**config.mk**
```make
export PLATFORM = sky130hd
export DESIGN_NAME = mm_access_ctrl_flat
export DESIGN_NICKNAME = d
export VERILOG_FILES = /design/src/rtl/mm_access_ctrl_pkg.sv /design/src/rtl/mm_access_ctrl_if.sv /design/src/rtl/mm_load_ext.sv /design/src/rtl/mm_access_ctrl.sv /design/src/flat_wrapper.sv
export SDC_FILE = /design/constraint.sdc
export NUM_CORES = 1
export LEC_CHECK = 0
export BUFFER_PORTS_ARGS = -buffer_cell sky130_fd_sc_hd__buf_2
export CAP_MARGIN = 10
export CELL_PAD_IN_SITES_DETAIL_PLACEMENT = 1
export CELL_PAD_IN_SITES_GLOBAL_PLACEMENT = 1
export CORE_MARGIN = 5
export CORE_UTILIZATION = 38
export DETAILED_ROUTE_END_ITERATION = 6
export PLACE_DENSITY = 0.85
export SETUP_SLACK_MARGIN = 0.15
export SLEW_MARGIN = 20
export SYNTH_ARGS = -nofsm -noshare
export SYNTH_HDL_FRONTEND = slang
export SYNTH_SLANG_ARGS = --single-unit
```
**constraint.sdc**
```tcl
create_clock -name clk -period 7.6 [get_ports clk]
set_input_delay 1.52 -clock clk [delete_from_list [all_inputs] [get_ports clk]]
set_output_delay 1.52 -clock clk [all_outputs]
set_load 0.01 [all_outputs]
```
**src/rtl/mm_access_ctrl_pkg.sv**
```systemverilog
// rtl/mm_access_ctrl_pkg.sv - shared access-size encodings, FSM states and store lane helpers
package mm_access_ctrl_pkg;

   localparam logic [1:0] ACCESS_SZ_BYTE = 2'b00;
   localparam logic [1:0] ACCESS_SZ_HALF = 2'b01;
   localparam logic [1:0] ACCESS_SZ_WORD = 2'b10;

   typedef enum logic [1:0] {
      MMA_IDLE = 2'd0,
      MMA_REQ  = 2'd1,
      MMA_WAIT = 2'd2,
      MMA_DROP = 2'd3
   } mma_state_t;

   function automatic logic [3:0] gen_wstrb(input logic [1:0] size, input logic [1:0] addr_lo);
      case (size)
         ACCESS_SZ_BYTE: gen_wstrb = 4'b0001 << addr_lo;
         ACCESS_SZ_HALF: gen_wstrb = 4'b0011 << {addr_lo[1], 1'b0};
         default:        gen_wstrb = 4'b1111;
      endcase
   endfunction

   function automatic logic [31:0] gen_wdata(input logic [1:0] size, input logic [31:0] wdata);
      case (size)
         ACCESS_SZ_BYTE: gen_wdata = {4{wdata[7:0]}};
         ACCESS_SZ_HALF: gen_wdata = {2{wdata[15:0]}};
         default:        gen_wdata = wdata;
      endcase
   endfunction

endpackage

```
**src/rtl/mm_access_ctrl_if.sv**
```systemverilog
// rtl/mm_access_ctrl_if.sv - MM-stage request bus plus SRAM-like data bus
interface mm_access_ctrl_if;
   logic        mm_valid;
   logic        mm_re;
   logic        mm_we;
   logic [1:0]  mm_access_sz;
   logic        mm_unsigned;
   logic [31:0] mm_addr;
   logic [31:0] mm_wdata;
   logic        mm_flush;
   logic        mm_ready;
   logic        mm_done;
   logic [31:0] mm_rdata;
   logic        data_sram_req;
   logic        data_sram_wr;
   logic [1:0]  data_sram_size;
   logic [3:0]  data_sram_wstrb;
   logic [31:0] data_sram_addr;
   logic [31:0] data_sram_wdata;
   logic        data_sram_addr_ok;
   logic        data_sram_data_ok;
   logic [31:0] data_sram_rdata;

   modport slave (
      input  mm_valid, mm_re, mm_we, mm_access_sz, mm_unsigned, mm_addr, mm_wdata, mm_flush,
      output mm_ready, mm_done, mm_rdata,
      output data_sram_req, data_sram_wr, data_sram_size, data_sram_wstrb,
      output data_sram_addr, data_sram_wdata,
      input  data_sram_addr_ok, data_sram_data_ok, data_sram_rdata
   );

   modport master (
      output mm_valid, mm_re, mm_we, mm_access_sz, mm_unsigned, mm_addr, mm_wdata, mm_flush,
      input  mm_ready, mm_done, mm_rdata,
      input  data_sram_req, data_sram_wr, data_sram_size, data_sram_wstrb,
      input  data_sram_addr, data_sram_wdata,
      output data_sram_addr_ok, data_sram_data_ok, data_sram_rdata
   );
endinterface

```
**src/rtl/mm_load_ext.sv**
```systemverilog
// rtl/mm_load_ext.sv - aligns returned load data to lane 0 and sign/zero extends it
module mm_load_ext
   import mm_access_ctrl_pkg::*;
(
   input  logic [1:0]  addr_lo,
   input  logic [1:0]  size,
   input  logic        is_unsigned,
   input  logic [31:0] rdata,
   output logic [31:0] result
);

   logic [31:0] shifted;

   always_comb begin
      shifted = rdata >> {addr_lo, 3'b000};
      case (size)
         ACCESS_SZ_BYTE: result = {{24{shifted[7]  & ~is_unsigned}}, shifted[7:0]};
         ACCESS_SZ_HALF: result = {{16{shifted[15] & ~is_unsigned}}, shifted[15:0]};
         default:        result = shifted;
      endcase
   end

endmodule

```
**src/rtl/mm_access_ctrl.sv**
```systemverilog
// rtl/mm_access_ctrl.sv - MM-stage load/store responder driving the SRAM-like data bus
module mm_access_ctrl
   import mm_access_ctrl_pkg::*;
(
   input logic            clk,
   input logic            rst,
   mm_access_ctrl_if.slave bus
);

   mma_state_t  state, state_nx;
   logic        accept;
   logic        done_nx;
   logic        flushed;
   logic        req_wr;
   logic [1:0]  req_size;
   logic        req_unsigned;
   logic [31:0] req_addr;
   logic [3:0]  req_wstrb;
   logic [31:0] req_wdata;
   logic        done_q;
   logic [31:0] rdata_q;
   logic [31:0] ext_result;

   mm_load_ext u_load_ext (
      .addr_lo     (req_addr[1:0]),
      .size        (req_size),
      .is_unsigned (req_unsigned),
      .rdata       (bus.data_sram_rdata),
      .result      (ext_result)
   );

   always_comb begin
      state_nx = state;
      accept   = 1'b0;
      done_nx  = 1'b0;
      case (state)
         MMA_IDLE: begin
            if (bus.mm_valid && (bus.mm_re || bus.mm_we) && !bus.mm_flush) begin
               accept   = 1'b1;
               state_nx = MMA_REQ;
            end
         end
         MMA_REQ: begin
            // The request cannot be withdrawn, so a flush here only redirects to DROP.
            if (bus.data_sram_addr_ok)
               state_nx = (flushed || bus.mm_flush) ? MMA_DROP : MMA_WAIT;
         end
         MMA_WAIT: begin
            if (bus.data_sram_data_ok) begin
               state_nx = MMA_IDLE;
               done_nx  = !bus.mm_flush;
            end else if (bus.mm_flush) begin
               state_nx = MMA_DROP;
            end
         end
         MMA_DROP: begin
            if (bus.data_sram_data_ok)
               state_nx = MMA_IDLE;
         end
         default: state_nx = MMA_IDLE;
      endcase
   end

   always_ff @(posedge clk or posedge rst) begin
      if (rst) begin
         state        <= MMA_IDLE;
         flushed      <= 1'b0;
         req_wr       <= 1'b0;
         req_size     <= 2'b00;
         req_unsigned <= 1'b0;
         req_addr     <= 32'h0;
         req_wstrb    <= 4'h0;
         req_wdata    <= 32'h0;
         done_q       <= 1'b0;
         rdata_q      <= 32'h0;
      end else begin
         state  <= state_nx;
         done_q <= done_nx;
         if (state == MMA_REQ)
            flushed <= bus.data_sram_addr_ok ? 1'b0 : (flushed | bus.mm_flush);
         else
            flushed <= 1'b0;
         if (accept) begin
            req_wr       <= bus.mm_we;
            req_size     <= bus.mm_access_sz;
            req_unsigned <= bus.mm_unsigned;
            req_addr     <= bus.mm_addr;
            req_wstrb    <= bus.mm_we ? gen_wstrb(bus.mm_access_sz, bus.mm_addr[1:0]) : 4'h0;
            req_wdata    <= gen_wdata(bus.mm_access_sz, bus.mm_wdata);
         end
         if (done_nx)
            rdata_q <= req_wr ? 32'h0 : ext_result;
      end
   end

   assign bus.mm_ready        = (state == MMA_IDLE);
   assign bus.mm_done         = done_q;
   assign bus.mm_rdata        = rdata_q;
   assign bus.data_sram_req   = (state == MMA_REQ);
   assign bus.data_sram_wr    = req_wr;
   assign bus.data_sram_size  = req_size;
   assign bus.data_sram_wstrb = req_wstrb;
   assign bus.data_sram_addr  = req_addr;
   assign bus.data_sram_wdata = req_wdata;

endmodule

```
**src/flat_wrapper.sv**
```systemverilog
// flat-port wrapper written by rule: the top's interface ports become plain ports
module mm_access_ctrl_flat import mm_access_ctrl_pkg::*;
  (clk, rst, bus_mm_valid, bus_mm_re, bus_mm_we, bus_mm_access_sz, bus_mm_unsigned, bus_mm_addr, bus_mm_wdata, bus_mm_flush, bus_mm_ready, bus_mm_done, bus_mm_rdata, bus_data_sram_req, bus_data_sram_wr, bus_data_sram_size, bus_data_sram_wstrb, bus_data_sram_addr, bus_data_sram_wdata, bus_data_sram_addr_ok, bus_data_sram_data_ok, bus_data_sram_rdata);
  mm_access_ctrl_if bus_i ();
  input logic clk;
  input logic rst;
  input wire logic [$bits(bus_i.mm_valid)-1:0] bus_mm_valid;
  input wire logic [$bits(bus_i.mm_re)-1:0] bus_mm_re;
  input wire logic [$bits(bus_i.mm_we)-1:0] bus_mm_we;
  input wire logic [$bits(bus_i.mm_access_sz)-1:0] bus_mm_access_sz;
  input wire logic [$bits(bus_i.mm_unsigned)-1:0] bus_mm_unsigned;
  input wire logic [$bits(bus_i.mm_addr)-1:0] bus_mm_addr;
  input wire logic [$bits(bus_i.mm_wdata)-1:0] bus_mm_wdata;
  input wire logic [$bits(bus_i.mm_flush)-1:0] bus_mm_flush;
  output wire logic [$bits(bus_i.mm_ready)-1:0] bus_mm_ready;
  output wire logic [$bits(bus_i.mm_done)-1:0] bus_mm_done;
  output wire logic [$bits(bus_i.mm_rdata)-1:0] bus_mm_rdata;
  output wire logic [$bits(bus_i.data_sram_req)-1:0] bus_data_sram_req;
  output wire logic [$bits(bus_i.data_sram_wr)-1:0] bus_data_sram_wr;
  output wire logic [$bits(bus_i.data_sram_size)-1:0] bus_data_sram_size;
  output wire logic [$bits(bus_i.data_sram_wstrb)-1:0] bus_data_sram_wstrb;
  output wire logic [$bits(bus_i.data_sram_addr)-1:0] bus_data_sram_addr;
  output wire logic [$bits(bus_i.data_sram_wdata)-1:0] bus_data_sram_wdata;
  input wire logic [$bits(bus_i.data_sram_addr_ok)-1:0] bus_data_sram_addr_ok;
  input wire logic [$bits(bus_i.data_sram_data_ok)-1:0] bus_data_sram_data_ok;
  input wire logic [$bits(bus_i.data_sram_rdata)-1:0] bus_data_sram_rdata;
  assign bus_i.mm_valid = bus_mm_valid;
  assign bus_i.mm_re = bus_mm_re;
  assign bus_i.mm_we = bus_mm_we;
  assign bus_i.mm_access_sz = bus_mm_access_sz;
  assign bus_i.mm_unsigned = bus_mm_unsigned;
  assign bus_i.mm_addr = bus_mm_addr;
  assign bus_i.mm_wdata = bus_mm_wdata;
  assign bus_i.mm_flush = bus_mm_flush;
  assign bus_mm_ready = bus_i.mm_ready;
  assign bus_mm_done = bus_i.mm_done;
  assign bus_mm_rdata = bus_i.mm_rdata;
  assign bus_data_sram_req = bus_i.data_sram_req;
  assign bus_data_sram_wr = bus_i.data_sram_wr;
  assign bus_data_sram_size = bus_i.data_sram_size;
  assign bus_data_sram_wstrb = bus_i.data_sram_wstrb;
  assign bus_data_sram_addr = bus_i.data_sram_addr;
  assign bus_data_sram_wdata = bus_i.data_sram_wdata;
  assign bus_i.data_sram_addr_ok = bus_data_sram_addr_ok;
  assign bus_i.data_sram_data_ok = bus_data_sram_data_ok;
  assign bus_i.data_sram_rdata = bus_data_sram_rdata;
  mm_access_ctrl u_core (.clk(clk), .rst(rst), .bus(bus_i));
endmodule
```
==> PnR_summary.wiki <==
{| class="wikitable"
! Metric !! Value
|-
| Result of the run || finished, final reports clean
|-
| H-Tree Depth || 3
|-
| Final global-route overflow total || 0
|-
| Arr. time, crit path || roughly 3.2 ns
|-
| Nets || a little over 800
|-
| Count of TritonRoute iterations in the first routing pass || 4
|-
| CTS root buf || clkbuf_16
|-
| Logic gate share of total power || 0.413
|-
| Horizontal die dimension || about 130 um
|-
| NetSw || between 1000 and 1500 uW
|-
| Die Footprint || between 0.015 and 0.02 mm^2
|-
| Seq cells post-synth || about 110
|-
| Post-Layout Inst Area || approximately 0.0066 mm^2
|-
| Fill cell total of the finished layout || ~1600
|-
| Post-synth cell types || 36
|-
| Number of DRC markers in iteration 0 || between 200 and 300
|-
| Fin crit share || 0.394
|-
| Total negative slack for setup checks || 0 ns
|-
| Antenna viol nets, final || 0
|-
| Routed wirelength normalized by instance count || about 18 um
|-
| Worst skew pair latency || 0.35 ns
|-
| GRT Util Overall || 0.206
|-
| Total power || about 2500 uW
|-
| Instance area at placement || 0.00627 mm^2
|-
| Cts bufs inserted || 9
|-
| Count of synthesis-stage warnings from yosys || 0
|-
| Routability-driven placement congestion ratio || 0.848
|-
| Worst Setup End Kind || flop
|-
| Delay of the slowest critical-path stage || 0.72 ns
|-
| Cell breakdown of the critical path || buf_2 > o21ai_2 > or4_4 > buf_4 > o21ai_1
|-
| Max-cap violations || 0
|-
| Power Dens Cells || about 380 mW/mm^2
|-
| Relative slew slack || 0.444
|-
| Setup Buffers After CTS || 0
|-
| Maximum number of pins on one net before global-route repair || 76
|-
| Fraction of power consumed by the clock network || 0.190
|-
| Post-route minimum period || around 3 ns
|-
| Critical Path RT || between 7 and 8 ns
|-
| Internal || between 1500 and 2000 uW
|-
| Maximum clock frequency || ~0.33 GHz
|-
| # clock sinks || 108
|-
| CTS-repair resized insts || 0
|-
| HPWL after detailed placement || 12400 um
|-
| Leading cell types in the layout, fill and taps excluded || 212 x buf_2, 190 x nand2_1, 108 x dfrtp_1, 41 x mux2i_1, 25 x o21ai_0
|-
| Static Leakage || 0.00356 uW
|-
| Most common cell after layout, fill and taps aside || buf_2
|-
| Total standard cell area after synthesis || between 0.005 and 0.006 mm^2
|-
| Max Slew Vio Count || 0
|-
| N_diodes || 0
|-
| Hold Violations, Final || 0
|-
| Register share of total power || 0.397
|-
| Placeable core area || roughly 0.013 mm^2
|-
| Proportion of synthesized chip area in sequential cells || 0.523
|-
| Cell at the slowest stage of the critical path || buf_4
|-
| FP Rows || 42
|-
| Initial Utilization || 0.389
|-
| Routed WL || 16400 um
|-
| Hold/Removal Path Class || flop to flop
|-
| Number of antenna violations at the first check in global routing || 0
|-
| Number of DRC violations after detailed routing || 0
|-
| CP Class || input pin to flop
|-
| Buffer depth of the longest clock path || 2
|-
| EDFF count, synth || 0
|-
| Boundary pin count || 213
|-
| Largest fanout on the critical path || 75
|-
| Setup slack of the critical path after layout || roughly 4.6 ns
|-
| DP Worst Slack || between 4 and 5 ns
|-
| Worst Clk Skew || about 0.0077 ns
|-
| Port Buffers || roughly 210
|-
| IR Drop Worst-Case VDD || around 190 uV
|-
| Area growth from synthesis to layout || 27.1%
|-
| Number of global-route vias before repair || between 5000 and 6000
|-
| Finish-stage setup viols || 0
|-
| Vert. Die Dim || between 100 and 150 um
|-
| Clock tree from TritonCTS || yes
|-
| Count of hold buffers inserted by post-cts repair || 0
|-
| Number of buffers and inverters on the critical path || 2
|-
| Worst-Margin Slew || between 0.8 and 0.9 ns
|-
| Vias per cell || roughly 5
|-
| Largest delay share family, worst path || buffers and inverters
|-
| Ratio of cells with drive above 1 in the final layout || 0.374
|-
| Clock edge transition at the registers on the reported setup and hold paths || approximately 0.070 ns
|-
| Wire length of the first global-routing pass || approximately 27000 um
|-
| Synth async-reset ratio || 1.00
|-
| Synth Flop Type || dfrtp_1
|-
| Number of nets in the synthesized netlist || approximately 640
|-
| Number of cells produced by synthesis || 530
|-
| Element type at the critical path start || input pin
|-
| Sw Ratio || 0.399
|-
| Avg Cell Area, Syn || between 9 and 10 um^2
|-
| Via total after detailed routing || roughly 4600
|-
| Unrepaired setup endpoints after global routing || false
|}
final cells by class:
cell class	instances	area [um^2]	share of cell area
tap	176	220	0.0335
inverter	3	13.8	0.00210
sequential	108	2700	0.412
clock inverter	7	76.3	0.0116
clock buffer	9	225	0.0343
timing repair buffer	218	1110	0.168
multi-input combinational	384	2220	0.339
synth_stat cells, types with 7 or more instances:
library cell    n  area share
a21oi_1        18       0.017
buf_2           7      0.0068
nor2_1         14       0.010
nand3b_1        9       0.013
o21ai_1        14       0.014
mux2i_1        41       0.079
mux2_2          8       0.017
clkbuf_1       11      0.0080
a22oi_1        17       0.025
o21ai_2        19       0.032
buf_6          11       0.024
a22o_1          8       0.014
o21ai_0        25       0.024
nand2_1       190        0.14
dfrtp_1       108        0.52
worst register-to-register path, stage by stage (launching register included):
cell and delay (ns):
dfrtp_1 0.52, or4_4 0.74, buf_4 0.45, nand2_1 0.18, o21ai_1 0.09
registers in the layout (all words and copies together), names as in the netlist:
name	flops
u_core.bus.data_sram_addr	32
u_core.bus.data_sram_size	2
u_core.bus.data_sram_wdata	32
u_core.bus.data_sram_wr	1
u_core.bus.data_sram_wstrb	4
u_core.bus.mm_done	1
u_core.bus.mm_rdata	32
u_core.flushed	1
u_core.req_unsigned	1
u_core.state	2
stage by stage:
| stage | utilization | cells | hold slack, ns |
|---|---|---|---|
| final | 0.494 | 905 | 0.475 |
| after global routing | 0.494 | 905 | 0.502 |
| after CTS | 0.494 | 905 | 0.483 |
| after detailed placement | 0.471 | 889 | 0.458 |
| after global placement | 0.471 | 889 | 0.455 |
| after floorplan | - | 530 | 0.500 |
layer usage:
layer | vias to the layer above | GRT usage | routed length, um
met2 | 193 | 0.353 | 8090
met5 | - | 0 | 0
li1 | 2176 | - | -
met1 | 2244 | 0.243 | 6430
met3 | 23 | 0.0689 | 1550
met4 | 0 | 0.0656 | 287
cell families (layout without fill, tap and decap cells):
| kind of cell | Yosys count | count (layout) | share of synthesized area |
|---|---|---|---|
| flops | 108 | 108 | 0.523 |
| buf+inv | 38 | 237 | 0.0475 |
| simple gates | 230 | 230 | 0.198 |
| compound gates | 104 | 104 | 0.130 |
| mux | 50 | 50 | 0.101 |
path summary, 6_finish.rpt:
check | startpoint | slack [ns] | depth (start not counted) | end
hold reg to reg | u_core.bus.data_sram_addr[9]$_DFFE_PP0P_ | 0.47 | 2 | u_core.bus.data_sram_addr[9]$_DFFE_PP0P_
min in group asynchronous | rst | 1.24 | 2 | u_core.bus.data_sram_addr[21]$_DFFE_PP0P_
setup / recovery | bus_mm_we | 4.61 | 5 | u_core.bus.data_sram_wdata[29]$_DFFE_PP0P_
max in group asynchronous | rst | 5.14 | 3 | u_core.bus.data_sram_wdata[3]$_DFFE_PP0P_
hold / removal | u_core.bus.data_sram_addr[9]$_DFFE_PP0P_ | 0.47 | 2 | u_core.bus.data_sram_addr[9]$_DFFE_PP0P_
setup reg to reg | u_core.state[1]$_DFFE_PP0P_ | 5.47 | 4 | u_core.bus.data_sram_wdata[29]$_DFFE_PP0P_
power by group through the flow:
| stage | clock network, uW | logic (uW) | registers (uW) |
|---|---|---|---|
| floorplan | 0 | 529 | 1090 |
| global placement | 0 | 1010 | 995 |
| detailed placement | 0 | 1060 | 1010 |
| CTS | 490 | 1060 | 1010 |
| global route | 516 | 1160 | 1040 |
| finish | 479 | 1040 | 1000 |
Note: power is estimated with default switching activity, not from simulation.
